$ cat src/rtl/capture_pkg.sv
// Shared types and default parameters for the multi-channel capture path.
// Imported by the capture controller and its register slice.
package capture_pkg;

  typedef enum logic {
    CAP_IDLE  = 1'b0,
    CAP_ARMED = 1'b1
  } cap_state_t;

  localparam int CAP_DATA_W    = 7;
  localparam int CAP_CH        = 4;
  localparam int CAP_TIMEOUT   = 15;
  localparam int CAP_OVERWRITE = 0;

endpackage

$ cat src/rtl/capture_register.sv
// One channel's payload register.
// Loads on enable and clears on async reset.
module capture_register #(
  parameter int DATA_W = 7
) (
  input  logic              clock,
  input  logic              reset_n,
  input  logic              en,
  input  logic [DATA_W-1:0] d,
  output logic [DATA_W-1:0] q
);

  always_ff @(posedge clock or negedge reset_n) begin
    if (!reset_n) begin
      q <= '0;
    end else if (en) begin
      q <= d;
    end
  end

endmodule

$ cat src/rtl/multi_channel_capture_controller.sv
// Request/confirm capture of a tagged word into one of CH channel registers.
// Adds per-channel valid flags, overwrite protection, timeout and clear.
module multi_channel_capture_controller
  import capture_pkg::*;
#(
  parameter int DATA_W    = CAP_DATA_W,
  parameter int CH        = CAP_CH,
  parameter int SEL_W     = $clog2(CH),
  parameter int TIMEOUT   = CAP_TIMEOUT,
  parameter int OVERWRITE = CAP_OVERWRITE
) (
  input  logic                    clock,
  input  logic                    reset_n,
  input  logic                    request,
  input  logic                    confirm,
  input  logic [CH-1:0]           clear_mask,
  input  logic [DATA_W+SEL_W-1:0] inputData,
  output logic [CH*DATA_W-1:0]    dataOut,
  output logic [CH-1:0]           valid,
  output logic                    busy,
  output logic                    done,
  output logic                    err,
  output logic                    timeout
);

  localparam int TW = (TIMEOUT > 1) ? $clog2(TIMEOUT) : 1;
  localparam logic [TW-1:0] TLast = TW'(TIMEOUT - 1);
  localparam logic [SEL_W:0] ChLim = (SEL_W + 1)'(CH);

  cap_state_t state;
  logic [TW-1:0] timer;
  logic [DATA_W+SEL_W-1:0] holdReg;

  logic [SEL_W-1:0] inCh;
  logic [SEL_W-1:0] holdCh;
  logic [DATA_W-1:0] holdPay;
  logic inBad;
  logic [CH-1:0] hit;
  logic clash;
  logic commit;
  logic [CH-1:0] wrMask;

  assign inCh    = inputData[SEL_W-1:0];
  assign holdCh  = holdReg[SEL_W-1:0];
  assign holdPay = holdReg[DATA_W+SEL_W-1:SEL_W];
  assign inBad   = {1'b0, inCh} >= ChLim;

  always_comb begin
    hit = '0;
    for (int k = 0; k < CH; k++) begin
      hit[k] = (holdCh == SEL_W'(k));
    end
  end

  // A confirm into an occupied channel is refused unless overwrite is on
  assign clash  = |(hit & valid);
  assign commit = (state == CAP_ARMED) && confirm &&
                  ((OVERWRITE != 0) || !clash);
  assign wrMask = commit ? hit : '0;

  always_ff @(posedge clock or negedge reset_n) begin
    if (!reset_n) begin
      state   <= CAP_IDLE;
      timer   <= '0;
      holdReg <= '0;
      valid   <= '0;
      busy    <= 1'b0;
      done    <= 1'b0;
      err     <= 1'b0;
      timeout <= 1'b0;
    end else begin
      done    <= 1'b0;
      err     <= 1'b0;
      timeout <= 1'b0;
      valid   <= (valid & ~clear_mask) | wrMask;
      case (state)
        CAP_IDLE: begin
          if (request) begin
            if (inBad) begin
              err <= 1'b1;
            end else begin
              holdReg <= inputData;
              timer   <= '0;
              state   <= CAP_ARMED;
              busy    <= 1'b1;
            end
          end
        end
        CAP_ARMED: begin
          if (confirm) begin
            state <= CAP_IDLE;
            busy  <= 1'b0;
            done  <= commit;
            err   <= !commit;
          end else if (request) begin
            if (inBad) begin
              err   <= 1'b1;
              state <= CAP_IDLE;
              busy  <= 1'b0;
            end else begin
              holdReg <= inputData;
              timer   <= '0;
            end
          end else if (timer == TLast) begin
            timeout <= 1'b1;
            state   <= CAP_IDLE;
            busy    <= 1'b0;
          end else begin
            timer <= timer + TW'(1);
          end
        end
        default: begin
          state <= CAP_IDLE;
          busy  <= 1'b0;
        end
      endcase
    end
  end

  for (genvar k = 0; k < CH; k++) begin : g_reg
    capture_register #(
      .DATA_W(DATA_W)
    ) u_reg (
      .clock  (clock),
      .reset_n(reset_n),
      .en     (wrMask[k]),
      .d      (holdPay),
      .q      (dataOut[k*DATA_W +: DATA_W])
    );
  end

endmodule

$ cat config.mk
export PLATFORM = sky130hd
export DESIGN_NAME = multi_channel_capture_controller
export DESIGN_NICKNAME = d
export VERILOG_FILES = /design/src/rtl/capture_pkg.sv /design/src/rtl/capture_register.sv /design/src/rtl/multi_channel_capture_controller.sv
export SDC_FILE = /design/constraint.sdc
export NUM_CORES = 1
export LEC_CHECK = 0
export CAP_MARGIN = 30
export CORE_MARGIN = 2
export CORE_UTILIZATION = 52
export CTS_BUF_LIST = sky130_fd_sc_hd__clkbuf_8 sky130_fd_sc_hd__clkbuf_16
export DETAILED_ROUTE_END_ITERATION = 10
export MAX_ROUTING_LAYER = met4
export PLACE_DENSITY_LB_ADDON = 0.2
export SYNTH_ARGS = -nofsm -noshare
export SYNTH_HDL_FRONTEND = slang
export SYNTH_SLANG_ARGS = --single-unit
export TNS_END_PERCENT = 100
$ cat constraint.sdc
create_clock -name clock -period 2.9 [get_ports clock]
set_input_delay 0.725 -clock clock [delete_from_list [all_inputs] [get_ports clock]]
set_output_delay 0.725 -clock clock [all_outputs]
set_load 0.02 [all_outputs]
==> results.sh, run 1 <==
export IMPL_status="completed"
export IMPL_dp_hpwl_microns=3030
export IMPL_leakagePower_uw=0.00126
export IMPL_clock_latency_ps=300
export IMPL_die_height_microns=67.7
export IMPL_die_x_microns=67.7
export IMPL_setup_ws_ps=631
export IMPL_min_period_ps=2270
export IMPL_cts_buffers_inserted=5
export IMPL_dp_slack_ps=307
export IMPL_cts_clk_slew_worst_paths_ps=90
export IMPL_ys_ff_latch=50
export IMPL_met3_usage=0.0600
export IMPL_crit_arrival_ps=2460
export IMPL_drt_iter0_markers=68
export IMPL_utilization=0.703
export IMPL_io_pins=53
export IMPL_avgSynthCellArea_sq_um=15.3
export IMPL_synth_nets=157
export IMPL_path_max_fanout=10
export IMPL_crit_chain="clkdlybuf4s50_1 -> buf_4 -> nand3_2 -> or3_1 -> mux2_4"
export IMPL_syn_inst=138
export IMPL_globalRouteOverflowTotal=0
export IMPL_ant_nets=0
export IMPL_cts_hold_buf=0
export IMPL_rsz0062_at_grt="no"
export IMPL_numPortBuffers=52
export IMPL_powerDensity_nw_per_um2=940
export IMPL_antenna_cells=0
export IMPL_core_sq_um=3940
export IMPL_end_kind="flop"
export IMPL_synth_top_area_cell="dfrtp_1"
export IMPL_drv_cap=0
export IMPL_cpLargestDelayFamily="simple AND/OR/NAND/NOR gates"
export IMPL_drive_gt1_frac=0.274
export IMPL_synth_edff_count=0
export IMPL_slew_viol_final=0
export IMPL_critPathBufInv=2
export IMPL_dieArea_sq_um=4580
export IMPL_antenna_found_initial=0
export IMPL_drt_wl_total_microns=4200
export IMPL_place_inst=239
export IMPL_ys_types=31
export IMPL_vias=1361
export IMPL_grt_busiest_layer="met2"
export IMPL_peakVddDrop_v=0.000528
export IMPL_r2r_slack_ps=920
export IMPL_synthArstFlopShare=1.00
export IMPL_grt_pass1_vias=1362
export IMPL_finalSetupTns_ps=0
export IMPL_worstMarginPinSlew_ps=561
export IMPL_cpMaxStageDelayCell="or3_1"
export IMPL_skew_ps=8.99
export IMPL_max_slew_margin=0.625
export IMPL_post_cts_setup_buffers=0
export IMPL_grt_pass1_wl_microns=6710
export IMPL_multi_input_area_sq_um=791
export IMPL_cts_root_buffer="clkbuf_8"
export IMPL_cp_slowest_stage_delay_ps=570
export IMPL_grt_max_degree=37
export IMPL_cts_tree="done"
export IMPL_yosys_most_used_dff="dfrtp_1"
export IMPL_gp_congestion=0.807
export IMPL_synth_commonest_cells="dfrtp_1, mux2_2, mux2_4"
export IMPL_hp_class="in2async"
export IMPL_syn_cell_area_sq_um=2110
export IMPL_nNetsFinal=215
export IMPL_fin_crit_sh=0.782
export IMPL_crit_path_start_kind="primary input"
export IMPL_setup_viol=0
export IMPL_syn_to_final_growth_pct=31.2
export IMPL_routedWlPerCell_microns=17.0
export IMPL_netlist_top_cells_area="dfrtp_1, mux2_2, mux2_4"
export IMPL_synth_top_cell_area_share=0.593
export IMPL_cp_depth=5
export IMPL_drt_pass1_iterations=4
export IMPL_ff2ff_path_depth=3
export IMPL_fmax_ghz=0.441
export IMPL_rr_endpoint="g_reg[0].u_reg.q[2]"
export IMPL_cts_max_level=2
export IMPL_fin_hold_ws_ps=313
export IMPL_grt_use_met2=0.339
export IMPL_cts_sinks=50
export IMPL_synth_most_common_cell="dfrtp_1"
export IMPL_yosys_warnings=0
export IMPL_clockBufferDepth=2
export IMPL_finalHoldViolations=0
export IMPL_r2r_start="state"
export IMPL_grtUsageMet1=0.267
export IMPL_vias_per_cell=5.51
export IMPL_final_cells=247
export IMPL_fill_cells=267
export IMPL_initial_utilization=0.535
export IMPL_required_ps=3090
export IMPL_crit_type="in2reg"
export IMPL_regArea_sq_um=1250
export IMPL_ys_seq_area_frac=0.593
export IMPL_drc=0
export IMPL_cts_resized_gates=0
export IMPL_rows=23
export IMPL_grt_util_all_layers=0.213
-- layout make-up --
cell class / instances / area share
inverters: 7 / 0.00949
flip-flops and latches: 50 / 0.452
well taps: 50 / 0.0226
clock buffers: 5 / 0.0248
clock inverters: 3 / 0.00903
repair buffers: 56 / 0.197
multi-input cells: 76 / 0.285
-- cells by family after synthesis --
group / after synthesis / share of synthesized area
AOI/OAI and AO/OA: 15 / 0.0528
adders and majority gates: 2 / 0.0119
buffers and inverters: 12 / 0.0326
DFF: 50 / 0.593
muxes: 38 / 0.235
and+or+nand+nor: 21 / 0.0753
-- how the worst max path moves through the flow --
stage / start / to / slack [ps]
after detailed placement: confirm / g_reg[1].u_reg.q[1] / 310
after floorplan: confirm / g_reg[1].u_reg.q[0] / 1050
after global placement: confirm / g_reg[1].u_reg.q[1] / 340
after CTS: confirm / g_reg[1].u_reg.q[1] / 640
final: confirm / g_reg[1].u_reg.q[1] / 630
after global routing: confirm / g_reg[3].u_reg.q[5] / 600
-- metrics by stage --
| stage | cell area (sq um) | power [uW] |
|---|---|---|
| 2_1_floorplan | 2110 | 1680 |
| 4_1_cts | 2770 | 2630 |
| 6_report | 2770 | 2600 |
| 3_3_place_gp | 2680 | 2180 |
| 3_5_place_dp | 2680 | 2220 |
| 5_1_grt | 2770 | 2750 |
-- cells in the final DEF, fill, tap and decap left out, drive strengths merged, types with 2 or more instances in the layout --
cell type,synthesis,final
buf,5,5
clkbuf,0,5
or4,2,2
inv,7,8
o21ai,4,4
clkdlybuf4s50,0,51
nand2b,2,2
nand3,4,4
dfrtp,50,50
nor4b,2,2
nor2,3,3
o41ai,2,2
ha,2,2
a21o,4,4
nand2,2,2
mux2,37,37
-- sequential cells by signal, indices dropped and copies added, names as in the netlist --
signal,cells
holdReg,9
done,1
timer,4
valid,4
g.u_reg.q,28
timeout,1
busy,1
err,1
state,1
-- per-layer routing --
layer / share of wire / up-vias
met1: 0.43 / 693
met3: 0.055 / 5
li1: - / 615
met4: 0.010 / 0
met2: 0.50 / 48
met5: 0 / -
-- power breakdown --
group | switching [uW] | internal [uW]
registers | 169 | 933
clock network | 236 | 174
logic | 467 | 625
total | 872 | 1730
(Power assumes the default switching activity.)
==> run 2, diff against run 1 <==
--- a/config.mk
+++ b/config.mk
@@ -7,7 +7,7 @@
 export LEC_CHECK = 0
 export CAP_MARGIN = 30
 export CORE_MARGIN = 2
-export CORE_UTILIZATION = 52
+export CORE_UTILIZATION = 48
 export CTS_BUF_LIST = sky130_fd_sc_hd__clkbuf_8 sky130_fd_sc_hd__clkbuf_16
 export DETAILED_ROUTE_END_ITERATION = 10
 export MAX_ROUTING_LAYER = met4
==> constraint.sdc (replaced) <==
create_clock -name clock -period 2.1 [get_ports clock]
set_input_delay 0.525 -clock clock [delete_from_list [all_inputs] [get_ports clock]]
set_output_delay 0.525 -clock clock [all_outputs]
set_load 0.02 [all_outputs]
==> results.sh, run 2 (synthesis results as in run 1) <==
export IMPL_status="completed"
export IMPL_min_period_ps=1920
export IMPL_crit_arrival_ps=1390
export IMPL_drt_iter0_markers=89
export IMPL_end_kind="output port"
export IMPL_ant_nets=0
export IMPL_grt_max_degree=31
export IMPL_regArea_sq_um=1250
export IMPL_top_regs="g.u_reg.q x28, holdReg x9"
export IMPL_crit_start="valid[2]"
export IMPL_dp_hpwl_microns=3250
export IMPL_syn_to_final_growth_pct=36.1
export IMPL_powerDensity_nw_per_um2=1290
export IMPL_worstMarginPinSlew_ps=520
export IMPL_globalRouteOverflowTotal=0
export IMPL_dieArea_sq_um=4940
export IMPL_antenna_cells=0
export IMPL_clockBufferDepth=2
export IMPL_critPathBufInv=1
export IMPL_cts_resized_gates=0
export IMPL_required_ps=1570
export IMPL_finalHoldViolations=0
export IMPL_drt_pass1_iterations=4
export IMPL_final_cell_mix="clkdlybuf4s50_1, dfrtp_1, mux2_2"
export IMPL_hp_class="in2async"
export IMPL_final_common_cell="clkdlybuf4s50_1"
export IMPL_grt_util_all_layers=0.201
export IMPL_cts_clk_slew_worst_paths_ps=90
export IMPL_path_max_fanout=4
export IMPL_cts_root_buffer="clkbuf_8"
export IMPL_multi_input_area_sq_um=791
export IMPL_power_uw=3700
export IMPL_antenna_found_initial=0
export IMPL_crit_type="reg2out"
export IMPL_cts_buffers_inserted=5
export IMPL_post_cts_setup_buffers=0
export IMPL_drive_gt1_frac=0.300
export IMPL_slew_viol_final=0
export IMPL_fin_area_sq_um=2870
export IMPL_fin_crit_sh=0.914
export IMPL_leakagePower_uw=0.00133
export IMPL_grt_pass1_vias=1476
export IMPL_cts_hold_buf=0
export IMPL_nNetsFinal=225
export IMPL_r2r_start="state"
export IMPL_drc=0
export IMPL_crit_path_start_kind="flop"
export IMPL_clock_latency_ps=300
export IMPL_vias_per_cell=5.17
export IMPL_cpLargestDelayFamily="buffers and inverters"
export IMPL_crit_chain="clkdlybuf4s50_1"
export IMPL_rows=24
export IMPL_initial_utilization=0.492
export IMPL_cts_max_level=2
export IMPL_top_register="g.u_reg.q"
export IMPL_peakVddDrop_v=0.000701
export IMPL_max_slew_margin=0.653
export IMPL_rsz0062_at_grt="no"
export IMPL_grt_pass1_wl_microns=7380
export IMPL_routedWlPerCell_microns=16.6
export IMPL_drt_wl_total_microns=4290
export IMPL_die_height_microns=70.3
export IMPL_fmax_ghz=0.521
export IMPL_vias=1338
export IMPL_finalSetupTns_ps=0
export IMPL_postPlaceCellArea_sq_um=2770
export IMPL_drv_cap=0
export IMPL_die_x_microns=70.3
export IMPL_core_sq_um=4290
export IMPL_largest_reg_flops=28
export IMPL_cts_tree="done"
export IMPL_cts_sinks=50
export IMPL_numPortBuffers=52
export IMPL_io_pins=53
export IMPL_skew_ps=5.83
export IMPL_setup_viol=0
export IMPL_cp_slowest_stage_delay_ps=660
export IMPL_gp_congestion=0.904
export IMPL_cpMaxStageDelayCell="clkdlybuf4s50_1"
export IMPL_fill_cells=318
run 2: cell types whose count changed in the layout (fill, tap and decap cells not counted), sizes merged:
cell	delta
buf	+10
clkinv	-1
bufinv	+1
inv	+1
clkinvlp	-1
run 2: routing by layer:
| layer | wire [microns] | vias to the layer above | track usage |
|---|---|---|---|
| met5 | 0 | - | - |
| met3 | 160 | 8 | 0.0462 |
| met1 | 1810 | 671 | 0.241 |
| li1 | - | 630 | - |
| met2 | 2250 | 29 | 0.331 |
| met4 | 76 | 0 | 0.0769 |
run 2: path summary, 6_finish.rpt:
path                       slack (ps)  cells past startpoint                   to
hold reg to reg                   510                      1  g_reg[3].u_reg.q[2]
hold / removal                    190                      1           holdReg[2]
setup / recovery                  180                      1             valid[2]
min in group clock                510                      1  g_reg[3].u_reg.q[2]
setup reg to reg                  380                      4  g_reg[1].u_reg.q[5]
max in group asynchronous        1370                      2           holdReg[6]
run 2: power breakdown:
group / internal (uW) / switching (uW) / leakage (uW) / total [uW]
Sequential: 1290 / 233 / 0.000614 / 1520
Clock: 347 / 300 / 0.0000607 / 647
Combinational: 884 / 645 / 0.000651 / 1530
Total: 2520 / 1180 / 0.00133 / 3700
run 2: stage by stage:
stage                     instances  hold slack [ps]  worst slack [ps]   util
final                           259              189               180  0.669
after global routing            259              209               132  0.669
after CTS                       259              194               170  0.669
after detailed placement        251              500             -56.2  0.644
after global placement          251              489             -49.4  0.644
after floorplan                 138              229               454      -
run 2: layout make-up:
cell class,instances,share of cell area
clock buffers,5,0.0240
clock inverters,3,0.0131
inverters,7,0.00915
multi-input cells,76,0.275
flip-flops and latches,50,0.436
well taps,52,0.0226
repair buffers,66,0.220
==> run 3, diff against run 2 <==
--- a/config.mk
+++ b/config.mk
@@ -12,6 +12,7 @@
 export DETAILED_ROUTE_END_ITERATION = 10
 export MAX_ROUTING_LAYER = met4
 export PLACE_DENSITY_LB_ADDON = 0.2
+export SETUP_SLACK_MARGIN = 0.2
 export SYNTH_ARGS = -nofsm -noshare
 export SYNTH_HDL_FRONTEND = slang
 export SYNTH_SLANG_ARGS = --single-unit
==> results.sh, run 3 (synthesis results as in run 1) <==
export IMPL_grt_pass1_wl_microns=7380
export IMPL_numPortBuffers=52
export IMPL_core_sq_um=4290
export IMPL_cts_max_level=2
export IMPL_grt_max_degree=31
export IMPL_setup_viol=0
export IMPL_die_height_microns=70.3
export IMPL_p_int_uw=2520
export IMPL_top_regs="g.u_reg.q x28, holdReg x9"
export IMPL_dieArea_sq_um=4940
export IMPL_peakVddDrop_v=0.000701
export IMPL_rows=24
export IMPL_drt_wl_total_microns=4280
export IMPL_antenna_found_initial=0
export IMPL_cp_slowest_stage_delay_ps=620
export IMPL_globalRouteOverflowTotal=0
export IMPL_power_share_clock=0.175
export IMPL_fin_area_sq_um=2870
export IMPL_final_common_cell="dfrtp_1"
export IMPL_routedWlPerCell_microns=16.5
export IMPL_vias=1339
export IMPL_die_x_microns=70.3
export IMPL_swShare=0.319
export IMPL_hp_class="in2async"
export IMPL_initial_utilization=0.492
export IMPL_largest_reg_flops=28
export IMPL_cts_clk_slew_worst_paths_ps=90
export IMPL_worstMarginPinSlew_ps=518
export IMPL_drt_iter0_markers=95
export IMPL_leakagePower_uw=0.00134
export IMPL_top_register="g.u_reg.q"
export IMPL_cts_buffers_inserted=5
export IMPL_finalHoldViolations=0
export IMPL_power_uw=3690
export IMPL_drive_gt1_frac=0.300
export IMPL_cpMaxStageDelayCell="clkdlybuf4s50_1"
export IMPL_crit_chain="clkdlybuf4s50_1"
export IMPL_comb_power_share=0.413
export IMPL_switchingPower_uw=1180
export IMPL_postPlaceCellArea_sq_um=2770
export IMPL_ant_nets=0
export IMPL_post_cts_setup_buffers=0
export IMPL_cts_tree="done"
export IMPL_max_slew_margin=0.655
export IMPL_cp_depth=1
export IMPL_status="completed"
export IMPL_required_ps=1570
export IMPL_r2r_start="state"
export IMPL_cts_hold_buf=0
export IMPL_rsz0062_at_grt="no"
export IMPL_cts_sinks=50
export IMPL_drv_cap=0
export IMPL_crit_start="valid[1]"
export IMPL_powerDensity_nw_per_um2=1290
export IMPL_syn_to_final_growth_pct=36.1
export IMPL_fin_hold_ws_ps=188
export IMPL_seqPwrFrac=0.412
export IMPL_cts_root_buffer="clkbuf_8"
export IMPL_slew_viol_final=0
export IMPL_min_period_ps=1840
export IMPL_clock_latency_ps=300
export IMPL_nNetsFinal=225
export IMPL_path_max_fanout=4
export IMPL_drt_pass1_iterations=3
export IMPL_grt_pass1_vias=1476
export IMPL_drc=0
export IMPL_clockBufferDepth=2
export IMPL_fmax_ghz=0.543
export IMPL_crit_type="reg2out"
export IMPL_final_cell_mix="dfrtp_1, clkdlybuf4s50_1, mux2_2"
export IMPL_crit_arrival_ps=1320
export IMPL_io_pins=53
export IMPL_fin_crit_sh=0.877
export IMPL_ff2ff_path_depth=4
export IMPL_vias_per_cell=5.17
export IMPL_critPathBufInv=1
export IMPL_cpLargestDelayFamily="buffers and inverters"
export IMPL_antenna_cells=0
export IMPL_gp_congestion=0.904
export IMPL_end_kind="output port"
export IMPL_cts_resized_gates=2
export IMPL_crit_path_start_kind="flop"
export IMPL_skew_ps=5.99
export IMPL_grt_util_all_layers=0.201
export IMPL_dp_hpwl_microns=3250
## run 3: metrics by stage
step	instances	util	setup slack, ps	setup TNS [ps]
3_5_place_dp	251	0.644	-56.2	-1050
4_1_cts	259	0.668	253	0
3_3_place_gp	251	0.644	-49.4	-890
6_report	259	0.669	258	0
5_1_grt	259	0.669	220	0
2_1_floorplan	138	-	454	0
## run 3: layout make-up
| type | count | area (sq um) |
|---|---|---|
| fill | 318 | 1420 |
| sequential | 50 | 1250 |
| multi-input combinational | 76 | 791 |
| timing repair buffer | 66 | 633 |
| clock buffer | 5 | 68.8 |
| tap | 52 | 65.1 |
| clock inverter | 3 | 37.5 |
| inverter | 7 | 26.3 |
## run 3: path summary, 6_finish.rpt
check                                      end  slack (ps)
max in group asynchronous           holdReg[6]        1370
min in group clock         g_reg[3].u_reg.q[2]         510
setup / recovery                      valid[1]         260
hold reg to reg            g_reg[3].u_reg.q[2]         510
setup reg to reg           g_reg[1].u_reg.q[5]         380
hold / removal                      holdReg[2]         190
## run 3: routing by layer
layer,wire length [microns],track usage,vias up,share of wire
li1,-,-,629,-
met1,1800,0.241,673,0.42
met2,2240,0.331,29,0.52
met4,76,0.0769,0,0.018
met5,0,-,-,0
met3,160,0.0462,8,0.037
## run 3: power groups by stage
stage,registers [uW],logic [uW],clock network (uW)
2_1_floorplan,1850,459,0
3_3_place_gp,1530,1510,0
6_report,1520,1520,647
4_1_cts,1530,1540,666
5_1_grt,1580,1610,702
3_5_place_dp,1550,1540,0
